## config.mk

```make
export PLATFORM = sky130hd
export DESIGN_NAME = axioma_timer_counter8_flat
export DESIGN_NICKNAME = d
export VERILOG_FILES = /design/src/rtl/axioma_timer_counter8_if.sv /design/src/rtl/axioma_timer_counter8.sv /design/src/flat_wrapper.sv
export SDC_FILE = /design/constraint.sdc
export NUM_CORES = 1
export LEC_CHECK = 0
export ABC_AREA = 0
export CAP_MARGIN = 10
export CORE_MARGIN = 1.5
export CORE_UTILIZATION = 28
export CTS_CLUSTER_SIZE = 24
export DETAILED_ROUTE_END_ITERATION = 12
export SLEW_MARGIN = 20
export SYNTH_ARGS = -nofsm -noshare
export SYNTH_HDL_FRONTEND = slang
export SYNTH_SLANG_ARGS = --single-unit
export TNS_END_PERCENT = 30
```

## constraint.sdc

```tcl
create_clock -name clk -period 5.15 [get_ports clk]
set_clock_uncertainty 0.1 [all_clocks]
set_input_delay 0.515 -clock clk [delete_from_list [all_inputs] [get_ports clk]]
set_output_delay 0.515 -clock clk [all_outputs]
set_load 0.01 [all_outputs]
```

## src/rtl/axioma_timer_counter8_if.sv

```systemverilog
`default_nettype none
// ---------------------------------------------------------------------------
// axioma_timer_counter8_if : control/status bundle of the 8-bit timer/counter
// Revision: 1.0
// ---------------------------------------------------------------------------
interface axioma_timer_counter8_if #(
  parameter int WIDTH = 8
);
  logic             timer_tick;
  logic [2:0]       clk_sel;
  logic             t_pin;
  logic [1:0]       mode;
  logic             ocr_wr;
  logic [WIDTH-1:0] ocr_wdata;
  logic             tcnt_wr;
  logic [WIDTH-1:0] tcnt_wdata;
  logic [1:0]       flag_clr;
  logic [WIDTH-1:0] tcnt;
  logic [WIDTH-1:0] ocr_active;
  logic             ov_flag;
  logic             ocf_flag;
  logic             oc_out;

  modport master (
    output timer_tick, clk_sel, t_pin, mode, ocr_wr, ocr_wdata,
           tcnt_wr, tcnt_wdata, flag_clr,
    input  tcnt, ocr_active, ov_flag, ocf_flag, oc_out
  );

  modport slave (
    input  timer_tick, clk_sel, t_pin, mode, ocr_wr, ocr_wdata,
           tcnt_wr, tcnt_wdata, flag_clr,
    output tcnt, ocr_active, ov_flag, ocf_flag, oc_out
  );
endinterface
`default_nettype wire

```

## src/rtl/axioma_timer_counter8.sv

```systemverilog
`default_nettype none
// ---------------------------------------------------------------------------
// axioma_timer_counter8 : 8-bit timer/counter with Normal/CTC/Fast-PWM modes
// Revision: 1.0
// ---------------------------------------------------------------------------
module axioma_timer_counter8 #(
  parameter int WIDTH       = 8,
  parameter int SYNC_STAGES = 2
) (
  input  wire                           clk,
  input  wire                           reset,
  axioma_timer_counter8_if.slave        bus
);
  localparam logic [WIDTH-1:0] c_MAX      = {WIDTH{1'b1}};
  localparam logic [1:0]       c_MODE_CTC = 2'b01;
  localparam logic [1:0]       c_MODE_PWM = 2'b10;
  localparam logic [2:0]       c_SEL_STOP = 3'b000;
  localparam logic [2:0]       c_SEL_FALL = 3'b110;
  localparam logic [2:0]       c_SEL_RISE = 3'b111;

  logic [SYNC_STAGES-1:0] r_sync;
  logic                   r_pin_d;
  logic [WIDTH-1:0]       r_tcnt;
  logic [WIDTH-1:0]       r_ocr_buf;
  logic [WIDTH-1:0]       r_ocr_active;
  logic                   r_ov;
  logic                   r_ocf;
  logic                   r_oc;

  logic                   w_pin_s;
  logic                   w_count_en;
  logic                   w_is_pwm;
  logic                   w_match;
  logic                   w_at_max;
  logic [WIDTH-1:0]       w_tcnt_inc;
  logic [WIDTH-1:0]       w_tcnt_nxt;
  logic [WIDTH-1:0]       w_ocr_nxt;
  logic                   w_ov_set;
  logic                   w_ocf_set;
  logic                   w_oc_nxt;

  assign w_pin_s    = r_sync[SYNC_STAGES-1];
  assign w_is_pwm   = (bus.mode == c_MODE_PWM);
  assign w_match    = (r_tcnt == r_ocr_active);
  assign w_at_max   = (r_tcnt == c_MAX);
  assign w_tcnt_inc = r_tcnt + 1'b1;

  always_comb begin
    w_count_en = 1'b0;
    case (bus.clk_sel)
      c_SEL_STOP: w_count_en = 1'b0;
      c_SEL_FALL: w_count_en = r_pin_d & ~w_pin_s;
      c_SEL_RISE: w_count_en = w_pin_s & ~r_pin_d;
      default:    w_count_en = bus.timer_tick;
    endcase
  end

  always_comb begin
    w_tcnt_nxt = r_tcnt;
    w_ov_set   = 1'b0;
    w_ocf_set  = 1'b0;
    w_oc_nxt   = r_oc;
    w_ocr_nxt  = r_ocr_active;

    // A CPU write suppresses match, overflow and the PWM double-buffer update
    if (bus.tcnt_wr) begin
      w_tcnt_nxt = bus.tcnt_wdata;
    end else if (w_count_en) begin
      w_ocf_set = w_match;
      if ((bus.mode == c_MODE_CTC) && w_match) begin
        w_tcnt_nxt = '0;
      end else begin
        w_tcnt_nxt = w_tcnt_inc;
        w_ov_set   = w_at_max;
      end
      if (w_is_pwm) begin
        w_oc_nxt = (w_tcnt_nxt <= r_ocr_active);
      end else if (w_match) begin
        w_oc_nxt = ~r_oc;
      end
    end

    // Outside PWM the buffer mirrors the active value, so leaving PWM reloads it
    if (!w_is_pwm) begin
      w_ocr_nxt = bus.ocr_wr ? bus.ocr_wdata : r_ocr_buf;
    end else if (w_count_en && !bus.tcnt_wr && w_at_max) begin
      w_ocr_nxt = r_ocr_buf;
    end
  end

  always_ff @(posedge clk or posedge reset) begin
    if (reset) begin
      r_sync       <= '0;
      r_pin_d      <= 1'b0;
      r_tcnt       <= '0;
      r_ocr_buf    <= '0;
      r_ocr_active <= '0;
      r_ov         <= 1'b0;
      r_ocf        <= 1'b0;
      r_oc         <= 1'b0;
    end else begin
      r_sync       <= {r_sync[SYNC_STAGES-2:0], bus.t_pin};
      r_pin_d      <= w_pin_s;
      r_tcnt       <= w_tcnt_nxt;
      r_ocr_active <= w_ocr_nxt;
      r_oc         <= w_oc_nxt;
      if (bus.ocr_wr) begin
        r_ocr_buf <= bus.ocr_wdata;
      end
      if (w_ov_set) begin
        r_ov <= 1'b1;
      end else if (bus.flag_clr[0]) begin
        r_ov <= 1'b0;
      end
      if (w_ocf_set) begin
        r_ocf <= 1'b1;
      end else if (bus.flag_clr[1]) begin
        r_ocf <= 1'b0;
      end
    end
  end

  assign bus.tcnt       = r_tcnt;
  assign bus.ocr_active = r_ocr_active;
  assign bus.ov_flag    = r_ov;
  assign bus.ocf_flag   = r_ocf;
  assign bus.oc_out     = r_oc;

endmodule
`default_nettype wire

```

## src/flat_wrapper.sv

```systemverilog
// flat-port wrapper written by rule: the top's interface ports become plain ports
module axioma_timer_counter8_flat 
#(
  parameter int WIDTH       = 8,
  parameter int SYNC_STAGES = 2
)
  (clk, reset, bus_timer_tick, bus_clk_sel, bus_t_pin, bus_mode, bus_ocr_wr, bus_ocr_wdata, bus_tcnt_wr, bus_tcnt_wdata, bus_flag_clr, bus_tcnt, bus_ocr_active, bus_ov_flag, bus_ocf_flag, bus_oc_out);
  axioma_timer_counter8_if #(.WIDTH(WIDTH)) bus_i ();
  input  wire clk;
  input  wire reset;
  input wire logic [$bits(bus_i.timer_tick)-1:0] bus_timer_tick;
  input wire logic [$bits(bus_i.clk_sel)-1:0] bus_clk_sel;
  input wire logic [$bits(bus_i.t_pin)-1:0] bus_t_pin;
  input wire logic [$bits(bus_i.mode)-1:0] bus_mode;
  input wire logic [$bits(bus_i.ocr_wr)-1:0] bus_ocr_wr;
  input wire logic [$bits(bus_i.ocr_wdata)-1:0] bus_ocr_wdata;
  input wire logic [$bits(bus_i.tcnt_wr)-1:0] bus_tcnt_wr;
  input wire logic [$bits(bus_i.tcnt_wdata)-1:0] bus_tcnt_wdata;
  input wire logic [$bits(bus_i.flag_clr)-1:0] bus_flag_clr;
  output wire logic [$bits(bus_i.tcnt)-1:0] bus_tcnt;
  output wire logic [$bits(bus_i.ocr_active)-1:0] bus_ocr_active;
  output wire logic [$bits(bus_i.ov_flag)-1:0] bus_ov_flag;
  output wire logic [$bits(bus_i.ocf_flag)-1:0] bus_ocf_flag;
  output wire logic [$bits(bus_i.oc_out)-1:0] bus_oc_out;
  assign bus_i.timer_tick = bus_timer_tick;
  assign bus_i.clk_sel = bus_clk_sel;
  assign bus_i.t_pin = bus_t_pin;
  assign bus_i.mode = bus_mode;
  assign bus_i.ocr_wr = bus_ocr_wr;
  assign bus_i.ocr_wdata = bus_ocr_wdata;
  assign bus_i.tcnt_wr = bus_tcnt_wr;
  assign bus_i.tcnt_wdata = bus_tcnt_wdata;
  assign bus_i.flag_clr = bus_flag_clr;
  assign bus_tcnt = bus_i.tcnt;
  assign bus_ocr_active = bus_i.ocr_active;
  assign bus_ov_flag = bus_i.ov_flag;
  assign bus_ocf_flag = bus_i.ocf_flag;
  assign bus_oc_out = bus_i.oc_out;
  axioma_timer_counter8 #(.WIDTH(WIDTH), .SYNC_STAGES(SYNC_STAGES)) u_core (.clk(clk), .reset(reset), .bus(bus_i));
endmodule
```

Word-level counts from Yosys, hierarchy flattened --
Cells that the tools add are included.
Word-level totals: bits in registers 30, input bits 29, output and inout port bits 19
Operators by class: add/subtract/negate cells 1, order comparisons 1, eq/ne operators 7, mux-type cells 20, bitwise gates (word level) 6, reductions and logical operators 10
Operators with widths (number):
- 2-to-1 mux 8 bit | 8
- 2-to-1 mux 1 bit | 11
- adder 8 x 1 -> 8 bit (second input constant) | 1
- equality test 8 bit | 1
- equality test 8 bit (second input constant) | 1
- <= comparator 8 bit | 1
- nonzero test 2 bit | 4
- equality test 3 bit (second input constant) | 2
- NOT 1 bit | 4
- logical AND 1 bit | 3
- logical NOT 3 bit | 1
- one-hot mux 1 bit (3 select lines) | 1
- AND reduction 3 bit | 1
- AND 1 bit | 2
- equality test 2 x 1 -> 1 bit (second input constant) | 1
- equality test 2 bit (second input constant) | 1
- != test 2 bit (second input constant) | 1
- logical NOT 1 bit | 1

Longest topological paths before layout --
word-level depth 7, gate-level depth with buffers 11

Worst setup path before layout --
OpenSTA, ideal clock, no wires.
path kind register -> register, from register u_core.r_tcnt[6], in the netlist u_core.bus.tcnt[6], to register u_core.r_oc, in the netlist u_core.bus.oc_out, setup time 0.077 ns, data arrival time 2.598 ns, required time 4.973 ns, slack 2.375 ns, stages on the path, launching flop included 12, clock period less this slack 2.775 ns, cell sequence dfrtp_1 -> buf_2 -> xor2_1 -> nor4_2 -> nand3_2 -> and2_1 -> ha_1 -> nor2b_1 -> o211ai_1 -> a21oi_1 -> o221a_2 -> a21oi_1
On the way: word-level cells in the longest chain between the ends 7, elaborated cells on any way between the ends 10, those cells by class add/sub (1); order compare (1); eq/ne (1); mux (4); reduce/logical (3)
RTL lines:
- start: declaration | RTL line axioma_timer_counter8.sv:23 | logic [WIDTH-1:0] r_tcnt;
- start signal: assignment | RTL line axioma_timer_counter8.sv:104 | r_tcnt <= w_tcnt_nxt;
- parallel branches: the longest is 7 deep, another holds adder 8 x 1 -> 8 bit
- end signal: assignment | RTL line axioma_timer_counter8.sv:106 | r_oc <= w_oc_nxt;
- end: declaration | RTL line axioma_timer_counter8.sv:28 | logic r_oc;
Parallel ways; which one is timed is not known. The select of a mux whose other input is x is not followed. A chain may end at the register's enable or synchronous reset.

Final worst setup path --
Same ends and word-level chain as after synthesis.

==> impl_metrics.toml <==
[clock_tree]
cts_buffer_depth = 2
cts_resized = 0
post-cts-setup-buffers = 0
clock_latency_ns = 0.28
clk_pin_slew_ns = 0.07
cts_tree = "done"
root_buffer = "clkbuf_8"
cts-buffers-inserted = 5
clock_sink_count = 30
hold_buffers = 0
cts_max_level = 2

[layout]
num_antenna_cells = 0
drive_gt1_frac = 0.130
fill_cells = 680
layout.nets = 283
stdcell_area_um2 = 2610
fin_util = 0.388
syn_to_final_growth_pct = 35.0
final_cells = 326

[critical_path]
crit_top_cell = "a21oi_1"
worst_ep_arrival_time_ns = 3.14
crit_type = "reg -> reg"
endpoint_kind = "flop"
crit_path_max_incr_delay_ns = 0.54
critPathRequiredTime_ns = 5.26
critical_path_buf_inv_count = 0
cp_max_fo = 10
slowest_stage = "nor4_2"
cp-start-kind = "flop"
cp_cell_sequence = "xor2_1 > nor4_2 > nand3_2 > and2_1 > ha_1 > nor2b_1 > o211ai_1 > a21oi_1 > o221a_2 > a21oi_1"
critical_path.top_delay_family = "simple AND/OR/NAND/NOR gates"

[synthesis]
ys_ff_latch = 30
syn_avg_cell_area_um2 = 9.71
yosysTopAreaCell = "dfrtp_1"
synth_top_area_frac = 0.389
syn_nets = 237
yosysSeqAreaShare = 0.389
syn-cell-area_um2 = 1930
synthCells = 199
ys_types = 42
ys_top_cells_by_area = "dfrtp_1 39%, ha_1 5.8%, mux2_2 4.7%"
synth_warnings = 0

[sta]
tns_ns = 0
max_slew_margin = 0.596
worstMarginPinSlew_ns = 0.604
report.final.hold_viol_count = 0
maxSlewViolCount = 0
fmax_ghz = 0.330
setup_viol = 0
rsz0062_at_grt = "no"
period_share = 0.589
min_period_ns = 3.03

[place]
dpl.hpwl_um = 3620
placed_area_um2 = 2460
gp_congestion = 0.854
portBuffers = 47
placed_cells = 318

[grt]
antenna_found_initial = 0
overflow = 0
grt_max_degree = 31
grt_pass1_vias = 1712
grt_usage = 0.146
grt_pass1_wl_um = 8360

[route]
drcViolationCount = 0
drt_wl_total_um = 4850
via_per_inst = 4.99
drt_iter0_markers = 61
wl_per_cell_um = 14.9
num_vias = 1628
drtPass1Iterations = 4
ant_nets = 0

[floorplan]
core_area_um2 = 6720
io_pins = 48
initial_utilization = 0.288
die_w_um = 86.1
num_rows = 30
die_area_um2 = 7410
die_y_um = 86.1

[run_status]
status = "finished clean"

[power_and_ir_drop]
power_density_nw_per_um2 = 310
cellLeakagePower_uw = 0.00107
ir_drop_v = 0.000193
power_uw = 808

[flow_run]
drv_cap = 0

[min_path]
min_path_type = "reg -> reg"
[per-stage QoR]
stage               setup slack, ns  hold slack, ns
floorplan                      2.37           0.231
global placement               2.19           0.235
detailed placement             2.12           0.242
CTS                            2.11           0.257
global route                   1.81           0.260
finish                         2.12           0.253
[final timing paths]
check	from	slack, ns	end	cells past startpoint
min	u_core.r_sync[0]	0.25	u_core.r_sync[1]	0
max	u_core.bus.tcnt[6]	2.12	u_core.bus.oc_out	10
max in group asynchronous	reset	4.15	u_core.r_ocr_buf[2]	3
min in group asynchronous	reset	0.51	u_core.bus.tcnt[3]	3
min reg2reg	u_core.r_sync[0]	0.25	u_core.r_sync[1]	0
max reg2reg	u_core.bus.tcnt[6]	2.12	u_core.bus.oc_out	10
[synthesized netlist by cell type (all sizes together)]
cell type	n
or3	3
buf	5
o22ai	1
clkbuf	4
a21oi	7
a31oi	5
a2bb2oi	3
nor2b	5
o2111a	1
nand2b	3
o211ai	5
o221a	9
nor4	2
and2	4
xnor2	4
xor2	10
nand2	15
nand3	9
o21ai	6
nor2	9
nor3	5
o21bai	1
or2	8
dfrtp	30
nand4	3
a41oi	1
and3	4
inv	12
ha	9
o221ai	1
a2111o	1
and3b	1
nor3b	1
and4	1
a22oi	2
mux2	9
[where the power goes]
part / internal, uW / leakage (uW) / switching [uW]
logic: 114 / 0.000646 / 95.0
registers: 259 / 0.000351 / 37.5
clock network: 206 / 0.0000714 / 95.6
total: 580 / 0.00107 / 228
[placed cells by master, fill, tap and decap left out, drive strengths merged, types with 4 or more instances in the layout]
cell,count
nor2b,5
o211ai,5
and3,4
o221a,9
a21oi,7
ha,9
mux2,9
o21ai,6
a31oi,5
nor3,5
xnor2,4
and2,4
nor2,9
dfrtp,30
inv,12
nand2,15
clkdlybuf4s50,47
xor2,10
or2,8
clkbuf,6
nand3,9
[cell type report]
type                            instances  area [um^2]  area share
Clock buffer                            6         82.6      0.0317
Clock inverter                          2         60.1      0.0230
Inverter                               12         45.0      0.0173
Multi-Input combinational cell        148         1090       0.418
Sequential cell                        30          751       0.288
Tap cell                               80          100      0.0384
Timing Repair Buffer                   48          478       0.183
[flip-flops by register name (all words and copies together) (netlist names)]
name	count
u_core.bus.ocr_active	8
u_core.bus.tcnt	8
u_core.r_ocr_buf	8
u_core.r_sync	2
u_core.bus.oc_out	1
u_core.bus.ocf_flag	1
u_core.bus.ov_flag	1
u_core.r_pin_d	1
[per-layer routing]
| metal | global-route usage | part of all wire | up-vias |
|---|---|---|---|
| met3 | 0.0356 | 0.046 | 8 |
| li1 | - | - | 812 |
| met2 | 0.246 | 0.48 | 39 |
| met4 | 0.0572 | 0.017 | 0 |
| met1 | 0.180 | 0.45 | 769 |
| met5 | 0 | 0 | - |
[kinds of logic (layout without fill, tap and decap cells)]
group	count (synthesis)	count (layout)	synth area share
flip-flops	30	30	0.389
buffers and inverters	21	68	0.0466
AO/OA/AOI/OAI	43	43	0.171
AND/OR/NAND/NOR	73	73	0.218
multiplexers	9	9	0.0544
XOR/XNOR	14	14	0.0635
adder cells (fa/ha/maj)	9	9	0.0583
(Power assumes the default switching activity.)
